### config.mk
export PLATFORM = sky130hd
export DESIGN_NAME = nova_memref_unit
export DESIGN_NICKNAME = d
export VERILOG_FILES = /design/src/rtl/nova_memref_unit.sv
export SDC_FILE = /design/constraint.sdc
export NUM_CORES = 1
export LEC_CHECK = 0
export CORE_ASPECT_RATIO = 0.9
export CORE_MARGIN = 10
export CORE_UTILIZATION = 55
export DETAILED_ROUTE_END_ITERATION = 12
export GPL_TIMING_DRIVEN = 1
export HOLD_SLACK_MARGIN = 0.12
export PLACE_DENSITY = 0.89
export SETUP_SLACK_MARGIN = 0.2
export SYNTH_ARGS = -nofsm -noshare
export SYNTH_HDL_FRONTEND = slang
export SYNTH_SLANG_ARGS = --single-unit
### constraint.sdc
create_clock -name pclk -period 3.3 [get_ports pclk]
set_input_delay 0.33 -clock pclk [delete_from_list [all_inputs] [get_ports pclk]]
set_output_delay 0.33 -clock pclk [all_outputs]
set_load 0.01 [all_outputs]
### src/rtl/nova_memref_unit.sv
// ---------------------------------------------------------------------------
// nova_memref_unit
//
// Memory-reference sequencer for the Nova datapath. It accepts an effective
// address from the decode/EA logic, follows indirect pointer chains, and then
// performs the final access. Pointer locations in the auto-increment and
// auto-decrement windows are rewritten as they are followed. The final access
// is a load, a store, an ISZ/DSZ read-modify-write, or no access at all
// (address-only resolve for JMP/JSR). A chain longer than MAX_IND pointer
// reads is abandoned and reported as a fault.
//
// Ports:
//   pclk, prst_n        clock, asynchronous active-low reset
//   req_valid/ready     request handshake (ready only while idle)
//   req_op              0 RESOLVE, 1 LOAD, 2 STORE, 3 ISZ, 4 DSZ (5-7 = RESOLVE)
//   req_ea              effective address
//   req_indirect        req_ea names a pointer location
//   req_wdata           store data
//   rsp_valid/ready     response handshake
//   rsp_addr            final address, or the last pointer address on a fault
//   rsp_data            load data / stored data / new ISZ-DSZ value / 0
//   rsp_skip            ISZ/DSZ result was zero
//   rsp_fault           indirection depth exceeded
//   mem_req/we/adr/dout registered memory cycle, held until mem_ack
//   mem_din, mem_ack    read data and cycle completion
// ---------------------------------------------------------------------------
module nova_memref_unit #(
    parameter int AW      = 15,
    parameter int DW      = 16,
    parameter int MAX_IND = 16,
    parameter int AINC_LO = 16,
    parameter int AINC_HI = 23,
    parameter int ADEC_LO = 24,
    parameter int ADEC_HI = 31
) (
    input  logic          pclk,
    input  logic          prst_n,
    input  logic          req_valid,
    output logic          req_ready,
    input  logic [2:0]    req_op,
    input  logic [AW-1:0] req_ea,
    input  logic          req_indirect,
    input  logic [DW-1:0] req_wdata,
    output logic          rsp_valid,
    input  logic          rsp_ready,
    output logic [AW-1:0] rsp_addr,
    output logic [DW-1:0] rsp_data,
    output logic          rsp_skip,
    output logic          rsp_fault,
    output logic          mem_req,
    output logic          mem_we,
    output logic [AW-1:0] mem_adr,
    output logic [DW-1:0] mem_dout,
    input  logic [DW-1:0] mem_din,
    input  logic          mem_ack
);

    localparam int DEPW = $clog2(MAX_IND + 1);
    localparam logic [DEPW-1:0] DEP_MAX = DEPW'(MAX_IND);

    localparam logic [AW-1:0] AINC_LO_A = AW'(AINC_LO);
    localparam logic [AW-1:0] AINC_HI_A = AW'(AINC_HI);
    localparam logic [AW-1:0] ADEC_LO_A = AW'(ADEC_LO);
    localparam logic [AW-1:0] ADEC_HI_A = AW'(ADEC_HI);

    localparam logic [2:0] OP_LOAD  = 3'd1;
    localparam logic [2:0] OP_STORE = 3'd2;
    localparam logic [2:0] OP_ISZ   = 3'd3;
    localparam logic [2:0] OP_DSZ   = 3'd4;

    localparam logic [2:0] IDLE   = 3'd0;
    localparam logic [2:0] PTR_RD = 3'd1;
    localparam logic [2:0] PTR_WB = 3'd2;
    localparam logic [2:0] ACC_RD = 3'd3;
    localparam logic [2:0] ACC_WR = 3'd4;
    localparam logic [2:0] RMW_RD = 3'd5;
    localparam logic [2:0] RMW_WR = 3'd6;
    localparam logic [2:0] RESP   = 3'd7;

    logic [2:0]      state, state_n;
    logic [2:0]      op_q, op_n;
    logic [DW-1:0]   wdata_q, wdata_n;
    logic [AW-1:0]   ptr_q, ptr_n;
    logic [DW-1:0]   word_q, word_n;
    logic [DEPW-1:0] depth_q, depth_n;

    logic          rsp_valid_n, rsp_skip_n, rsp_fault_n;
    logic [AW-1:0] rsp_addr_n;
    logic [DW-1:0] rsp_data_n;
    logic          mem_req_n, mem_we_n;
    logic [AW-1:0] mem_adr_n;
    logic [DW-1:0] mem_dout_n;

    logic          go;
    logic          is_ainc, is_adec;
    logic [DW-1:0] ptr_word, rmw_word;

    // Dispatch: shared "what next" decision used on acceptance and after
    // every completed pointer step.
    logic            disp;
    logic [AW-1:0]   disp_addr;
    logic            disp_ind;
    logic [DEPW-1:0] disp_depth;
    logic [2:0]      disp_op;
    logic [DW-1:0]   disp_wdata;

    assign req_ready = (state == IDLE);

    // Next-state logic. Each state waits for a completed memory cycle (go),
    // then either moves to its follow-up memory cycle or hands a target
    // address to the common dispatch block at the bottom.
    always_comb begin
        state_n     = state;
        op_n        = op_q;
        wdata_n     = wdata_q;
        ptr_n       = ptr_q;
        word_n      = word_q;
        depth_n     = depth_q;
        rsp_valid_n = rsp_valid;
        rsp_addr_n  = rsp_addr;
        rsp_data_n  = rsp_data;
        rsp_skip_n  = rsp_skip;
        rsp_fault_n = rsp_fault;
        mem_req_n   = mem_req;
        mem_we_n    = mem_we;
        mem_adr_n   = mem_adr;
        mem_dout_n  = mem_dout;

        disp       = 1'b0;
        disp_addr  = ptr_q;
        disp_ind   = 1'b0;
        disp_depth = depth_q;
        disp_op    = op_q;
        disp_wdata = wdata_q;

        // A stray ack with no cycle outstanding must not advance anything.
        go = mem_req & mem_ack;

        is_ainc = (ptr_q >= AINC_LO_A) && (ptr_q <= AINC_HI_A);
        is_adec = (ptr_q >= ADEC_LO_A) && (ptr_q <= ADEC_HI_A);

        if (is_ainc) begin
            ptr_word = mem_din + DW'(1);
        end else if (is_adec) begin
            ptr_word = mem_din - DW'(1);
        end else begin
            ptr_word = mem_din;
        end

        rmw_word = (op_q == OP_DSZ) ? (mem_din - DW'(1)) : (mem_din + DW'(1));

        case (state)
            IDLE: begin
                if (req_valid) begin
                    op_n       = req_op;
                    wdata_n    = req_wdata;
                    depth_n    = '0;
                    disp       = 1'b1;
                    disp_addr  = req_ea;
                    disp_ind   = req_indirect;
                    disp_depth = '0;
                    disp_op    = req_op;
                    disp_wdata = req_wdata;
                end
            end
            PTR_RD: begin
                if (go) begin
                    depth_n = depth_q + 1'b1;
                    if (is_ainc || is_adec) begin
                        // Rewrite the pointer first; the chain continues
                        // from word_q once the write completes.
                        state_n    = PTR_WB;
                        word_n     = ptr_word;
                        mem_we_n   = 1'b1;
                        mem_dout_n = ptr_word;
                    end else begin
                        disp       = 1'b1;
                        disp_addr  = ptr_word[AW-1:0];
                        disp_ind   = ptr_word[DW-1];
                        disp_depth = depth_q + 1'b1;
                    end
                end
            end
            PTR_WB: begin
                if (go) begin
                    disp       = 1'b1;
                    disp_addr  = word_q[AW-1:0];
                    disp_ind   = word_q[DW-1];
                    disp_depth = depth_q;
                end
            end
            ACC_RD: begin
                if (go) begin
                    state_n     = RESP;
                    mem_req_n   = 1'b0;
                    rsp_valid_n = 1'b1;
                    rsp_addr_n  = mem_adr;
                    rsp_data_n  = mem_din;
                    rsp_skip_n  = 1'b0;
                    rsp_fault_n = 1'b0;
                end
            end
            ACC_WR: begin
                if (go) begin
                    state_n     = RESP;
                    mem_req_n   = 1'b0;
                    mem_we_n    = 1'b0;
                    rsp_valid_n = 1'b1;
                    rsp_addr_n  = mem_adr;
                    rsp_data_n  = wdata_q;
                    rsp_skip_n  = 1'b0;
                    rsp_fault_n = 1'b0;
                end
            end
            RMW_RD: begin
                if (go) begin
                    state_n    = RMW_WR;
                    word_n     = rmw_word;
                    mem_we_n   = 1'b1;
                    mem_dout_n = rmw_word;
                end
            end
            RMW_WR: begin
                if (go) begin
                    state_n     = RESP;
                    mem_req_n   = 1'b0;
                    mem_we_n    = 1'b0;
                    rsp_valid_n = 1'b1;
                    rsp_addr_n  = mem_adr;
                    rsp_data_n  = word_q;
                    rsp_skip_n  = (word_q == '0);
                    rsp_fault_n = 1'b0;
                end
            end
            RESP: begin
                if (rsp_ready) begin
                    state_n     = IDLE;
                    rsp_valid_n = 1'b0;
                end
            end
            default: state_n = IDLE;
        endcase

        if (disp) begin
            mem_req_n = 1'b0;
            mem_we_n  = 1'b0;
            if (disp_ind && (disp_depth >= DEP_MAX)) begin
                // Depth budget spent with the chain still indirect: report
                // the last pointer followed and skip the final access.
                state_n     = RESP;
                rsp_valid_n = 1'b1;
                rsp_addr_n  = ptr_q;
                rsp_data_n  = '0;
                rsp_skip_n  = 1'b0;
                rsp_fault_n = 1'b1;
            end else if (disp_ind) begin
                state_n   = PTR_RD;
                ptr_n     = disp_addr;
                mem_req_n = 1'b1;
                mem_adr_n = disp_addr;
            end else begin
                case (disp_op)
                    OP_LOAD: begin
                        state_n   = ACC_RD;
                        mem_req_n = 1'b1;
                        mem_adr_n = disp_addr;
                    end
                    OP_STORE: begin
                        state_n    = ACC_WR;
                        mem_req_n  = 1'b1;
                        mem_we_n   = 1'b1;
                        mem_adr_n  = disp_addr;
                        mem_dout_n = disp_wdata;
                    end
                    OP_ISZ, OP_DSZ: begin
                        state_n   = RMW_RD;
                        mem_req_n = 1'b1;
                        mem_adr_n = disp_addr;
                    end
                    default: begin
                        state_n     = RESP;
                        rsp_valid_n = 1'b1;
                        rsp_addr_n  = disp_addr;
                        rsp_data_n  = '0;
                        rsp_skip_n  = 1'b0;
                        rsp_fault_n = 1'b0;
                    end
                endcase
            end
        end
    end

    // State and output registers. Reset drops any memory cycle in flight,
    // including a pending read-modify-write store.
    always_ff @(posedge pclk or negedge prst_n) begin
        if (!prst_n) begin
            state     <= IDLE;
            op_q      <= '0;
            wdata_q   <= '0;
            ptr_q     <= '0;
            word_q    <= '0;
            depth_q   <= '0;
            rsp_valid <= 1'b0;
            rsp_addr  <= '0;
            rsp_data  <= '0;
            rsp_skip  <= 1'b0;
            rsp_fault <= 1'b0;
            mem_req   <= 1'b0;
            mem_we    <= 1'b0;
            mem_adr   <= '0;
            mem_dout  <= '0;
        end else begin
            state     <= state_n;
            op_q      <= op_n;
            wdata_q   <= wdata_n;
            ptr_q     <= ptr_n;
            word_q    <= word_n;
            depth_q   <= depth_n;
            rsp_valid <= rsp_valid_n;
            rsp_addr  <= rsp_addr_n;
            rsp_data  <= rsp_data_n;
            rsp_skip  <= rsp_skip_n;
            rsp_fault <= rsp_fault_n;
            mem_req   <= mem_req_n;
            mem_we    <= mem_we_n;
            mem_adr   <= mem_adr_n;
            mem_dout  <= mem_dout_n;
        end
    end

endmodule
Yosys cells after proc, flatten, opt, wreduce, memory -nomap -nowiden
Index checks and enable logic that the tools add are counted.
{"block": "totals", "register_bits": 125}
{"block": "classes", "add_sub_neg": 3, "n_lt_le_gt_ge": 5, "n_eq_ne": 21, "muxes": 100, "bitwise": 2, "n_reduce_logical": 25}
{"cell": "$mux W16", "count": 22}
{"cell": "$mux W15", "count": 12}
{"cell": "$pmux W16 S2", "count": 2}
{"cell": "$pmux W16 S3", "count": 1}
{"cell": "$pmux W15 S3", "count": 1}
{"cell": "$mux W1", "count": 39}
{"cell": "$ge A15 B5 Y1 const B", "count": 2}
{"cell": "$le A15 B5 Y1 const B", "count": 2}
{"cell": "$mux W3", "count": 10}
{"cell": "$mux W5", "count": 4}
{"cell": "$pmux W5 S2", "count": 2}
{"cell": "$eq A3 B3 Y1 const B", "count": 6}
{"cell": "$add A16 B1 Y16 const B", "count": 1}
{"cell": "$logic_not A16 Y1", "count": 1}
{"cell": "$sub A16 B1 Y16 const B", "count": 1}
{"cell": "$eq A3 B2 Y1 const B", "count": 4}
{"cell": "$ne A3 B3 Y1 const B", "count": 4}
{"cell": "$pmux W3 S4", "count": 1}
{"cell": "$reduce_bool A2 Y1", "count": 5}
{"cell": "$pmux W1 S3", "count": 3}
{"cell": "$pmux W3 S3", "count": 1}
{"cell": "$eq A3 B1 Y1 const B", "count": 2}
{"cell": "$ne A2 B2 Y1 const B", "count": 3}
{"cell": "$ne A3 B1 Y1 const B", "count": 2}
{"cell": "other kinds (18)", "count": 25}

Longest topological paths before layout
{"block": "depth", "ltp_word": 11, "mapped_depth": 12}

Worst setup path before layout
Ideal clock, no wire load.
{"block": "synth_path", "kind": "register to register", "startpoint": "register state[0]", "endpoint": "register mem_adr[10]", "arrival_ps": 2435, "path_slack_ps": 740, "stages_incl_launch_ff": 9, "path_buffers": 2, "path_cell_list": "dfrtp_1 > buf_6 > nor4b_4 > mux2_4 > a21oi_2 > nor3_1 > nor3_4 > buf_6 > mux2_4"}
{"block": "synth_between", "elab_chain_cells": 6, "elab_cells_between_ends": 20, "cone_classes": "order compare (1); eq/ne (6); mux (7); bitwise (1); reduce/logical (5)"}
{"element": "start: declaration", "line_no": "80", "text": "logic [2:0] state, state_n;"}
{"element": "start signal: assignment", "line_no": "313", "text": "state <= state_n;"}
{"element": "$logic_not A3 Y1 *", "line_no": "152", "text": "case (state)"}
{"element": "$mux W3 *"}
{"element": "net disp_op[2]", "line_no": "104", "text": "logic [2:0] disp_op;"}
{"element": "$eq A3 B2 Y1 (tied with other cells)", "line_no": "262", "text": "case (disp_op)"}
{"element": "$reduce_or A4 Y1 (no line) *"}
{"element": "$reduce_bool A2 Y1 (no line) *"}
{"element": "$reduce_and A3 Y1 (no line) *"}
{"element": "end signal: assignment", "line_no": "326", "text": "mem_adr <= mem_adr_n;"}
{"element": "end: declaration", "line_no": "52", "text": "output logic [AW-1:0] mem_adr,"}
Mark *: on every way through the listed nets, which the timed path passes. The rest lies on a longest branch. The select of a mux whose other input is x is not followed.
A chain may end at the register's enable or synchronous reset.

Worst setup path in the final report
{"block": "layout_path", "startpoint": "register state[2]", "endpoint": "register mem_adr[6]"}
{"block": "layout_between", "elab_chain_cells": 6, "elab_cells_between_ends": 20, "cone_classes": "order compare (1); eq/ne (6); mux (7); bitwise (1); reduce/logical (5)"}
{"element": "$eq A3 B1 Y1 or $logic_not A3 Y1 (tied branches)", "line_no": "152"}
{"element": "$pmux W5 S2 or $mux W3 (tied branches)"}
{"element": "$ge A5 B5 Y1 (tied with other cells)", "line_no": "247", "text": "if (disp_ind && (disp_depth >= DEP_MAX)) begin"}
{"element": "$logic_and A1 B1 Y1 or $reduce_or A4 Y1 (tied branches)"}
{"element": "$not A1 Y1 (no line) or $reduce_bool A2 Y1 (tied branches)"}
{"element": "$reduce_and A3 Y1 (no line)"}
Parallel ways exist; a longest one is shown, timed or not. The select of a mux whose other input is x is not followed.

==> results.md <==
* Grt total ovfl at 0
* RSZ-0062 raised after global routing: false
* Worst reg2reg path depth at 7
* GRT Overall Usage at 0.268
* Max clock buf depth at 2
* Die extent in x at 148 um
* Tot Pwr at 9.42 mW
* P per Cell Area at 914 nW/um2
* I/O Buffers at 123
* Sequential area share after synthesis at 0.387
* Clk_lat worst skew at 420 ps
* Setup TNS at 0 ps
* WP data required at 3600 ps
* CP endpoint: mem_adr[6]$_DFFE_PN0P_
* Cell count after synthesis at 922
* Largest net degree at the start of global routing at 93
* Multi-input logic area at 4580 um2
* Most common cell after layout, fill and taps aside: dfrtp_1
* Largest stage delay, worst path at 620 ps
* VDD IR max at 0.518 mV
* WL per Instance at 22.0 um
* CP max FO at 17
* Slew @ Worst Pin at 1090 ps
* Fin area at 10300 um2
* Most frequent cells in the layout: dfrtp_1, clkdlybuf4s50_1, nand2_1, nor2_1, a21oi_1
* Yosys reg bits at 125
* Mean area per synthesized cell at 8.77 um2
* Clock Skew at 7.65 ps
* Share of layout cells above drive strength 1 at 0.149
* Filler cell count at 1056
* Period utilization at 0.864
* Net Count, Synth at 981
* Global-route wire length before repair at 43000 um
* PnR worst setup slack at 449 ps
* # nets final at 1092
* Worst slack, placed at 318 ps
* WP depth at 7
* Num ports at 124
* Number of DRC markers in iteration 0 at 887
* Synth Cell Area at 8090 um2
* Pleak at 4.28 nW
* Area grow syn2layout at 27.4%
* Main synth FF type: dfrtp_1
* Die H at 135 um
* Initial antenna violation count at 0
* Clock root buffer: clkbuf_16
* Outcome: complete, no violations
* CP max stage cell: or3b_1
* TritonCTS sink count at 125
* # diodes at 0
* CP arrival at 3160 ps
* Setup-failing EPs final at 0
* Max_cap viols at 0
* Final ANT Viol Nets at 0
* Hold slack at 406 ps
* Clk pin slew, worst setup/hold paths at 60 ps
* CP bufs+invs at 1
* Distinct cells, synth at 76
* Postcts setup bufs at 0
* Endpoints failing hold at 0
* RePlAce Congestion at 0.956
* Async S/R FF share, synth at 1.00
* Cts bufs inserted at 17
* CP Cell Sequence: or3b_1, nor2_4, a32o_1, nor3_1, nor3_4, buf_4, mux2_2
* Final min period at 2850 ps
* Post-DP Area at 9590 um2
* Sequential standard cell area at 3130 um2
* Flop-to-flop setup slack at 450 ps
* First-pass DRT Iterations at 5
* Vias in the first global route at 7744
* Fmax at 0.351 GHz
* Max-slew violations at 0
* Core Region at 14200 um2
* Hold/Removal Path Class: in2async
* DR DRC count at 0
* Worst setup SP type: register
* CTS Hold Bufs at 1
* Critical Path Start: state[2]$_DFFE_PN0P_
* # H-tree levels at 4
* Rows at 41
* Initial Util at 0.569
* Post-DP HPWL at 19500 um
* Die footprint at 20000 um2
* Post_cts resized at 0
* Via-to-Cell Ratio at 6.47
* TritonCTS clock tree: done
* Critical path's top delay family: simple AND/OR/NAND/NOR gates
* Total Wirelength at 27200 um
* Class of the most critical setup path: reg2reg
* Ys Warns at 0
* FF-to-FF End: mem_adr[6]$_DFFE_PN0P_
* Relative slew slack at 0.275
* Vias at 8022
* Number of synthesized flops with an enable pin at 0
* R2R Path Start: state[2]$_DFFE_PN0P_
* Critical path endpoint category: register
==> worst min path at each step <==
stage,from,to,slack [ps],depth (start not counted)
after CTS,prst_n,op_q[0]$_DFF_PN0_,420,2
after global placement,prst_n,op_q[1]$_DFF_PN0_,300,1
final,prst_n,op_q[0]$_DFF_PN0_,410,2
after floorplan,prst_n,depth_q[0]$_DFFE_PN0P_,30,0
after detailed placement,prst_n,op_q[0]$_DFF_PN0_,310,1
after global routing,prst_n,op_q[1]$_DFF_PN0_,460,2
==> layer usage <==
layer  vias up  global-route usage  share of wire  wire, um
li1       3567                   -              -         -
met1      3905               0.341           0.41     11100
met2       478               0.418           0.46     12700
met3        72              0.0745          0.092      2500
met4         0               0.115          0.036       983
met5         -                   0              0         0
==> stage by stage <==
stage           util  instances
2_1_floorplan      -        922
3_3_place_gp   0.675       1206
3_5_place_dp   0.675       1206
4_1_cts        0.726       1239
5_1_grt        0.726       1239
6_report       0.726       1239
==> cell families after synthesis <==
group                    count (synthesis)  synth area share
XOR/XNOR                                28            0.0303
buffers and inverters                   88            0.0498
AND/OR/NAND/NOR                        328             0.212
flip-flops                             125             0.387
AO/OA/AOI/OAI                          273             0.211
multiplexers                            77             0.105
adder cells (fa/ha/maj)                  3           0.00464
==> synthesized netlist by cell type, drive strengths merged (18+ instances only) <==
master | number | area, um2
nor3 | 39 | 288
nand3 | 21 | 105
mux2i | 35 | 350
dfrtp | 125 | 3130
nor2 | 90 | 353
a21oi | 84 | 424
mux2 | 42 | 503
nand2 | 111 | 417
xnor2 | 18 | 158
o21ai | 80 | 408
a22oi | 18 | 135
clkbuf | 55 | 206
buf | 24 | 163
==> sequential cells by signal, indices dropped and copies added, names as in the netlist <==
name / flops
mem_req: 1
word_q: 16
depth_q: 5
wdata_q: 16
rsp_skip: 1
rsp_addr: 15
state: 3
op_q: 3
rsp_fault: 1
ptr_q: 15
mem_we: 1
rsp_valid: 1
mem_adr: 15
mem_dout: 16
rsp_data: 16
==> where the power goes <==
| group | internal, mW | switching, mW |
|---|---|---|
| registers | 2.17 | 0.692 |
| logic | 1.96 | 2.34 |
| clock network | 1.56 | 0.701 |
==> final cells by class <==
| class | count | area share |
|---|---|---|
| multi-input cells | 709 | 0.445 |
| flip-flops and latches | 125 | 0.303 |
| repair buffers | 171 | 0.157 |
| clock buffers | 22 | 0.0460 |
| well taps | 193 | 0.0234 |
| clock inverters | 10 | 0.0225 |
| inverters | 9 | 0.00328 |
Note: power is estimated with default switching activity, not from simulation.
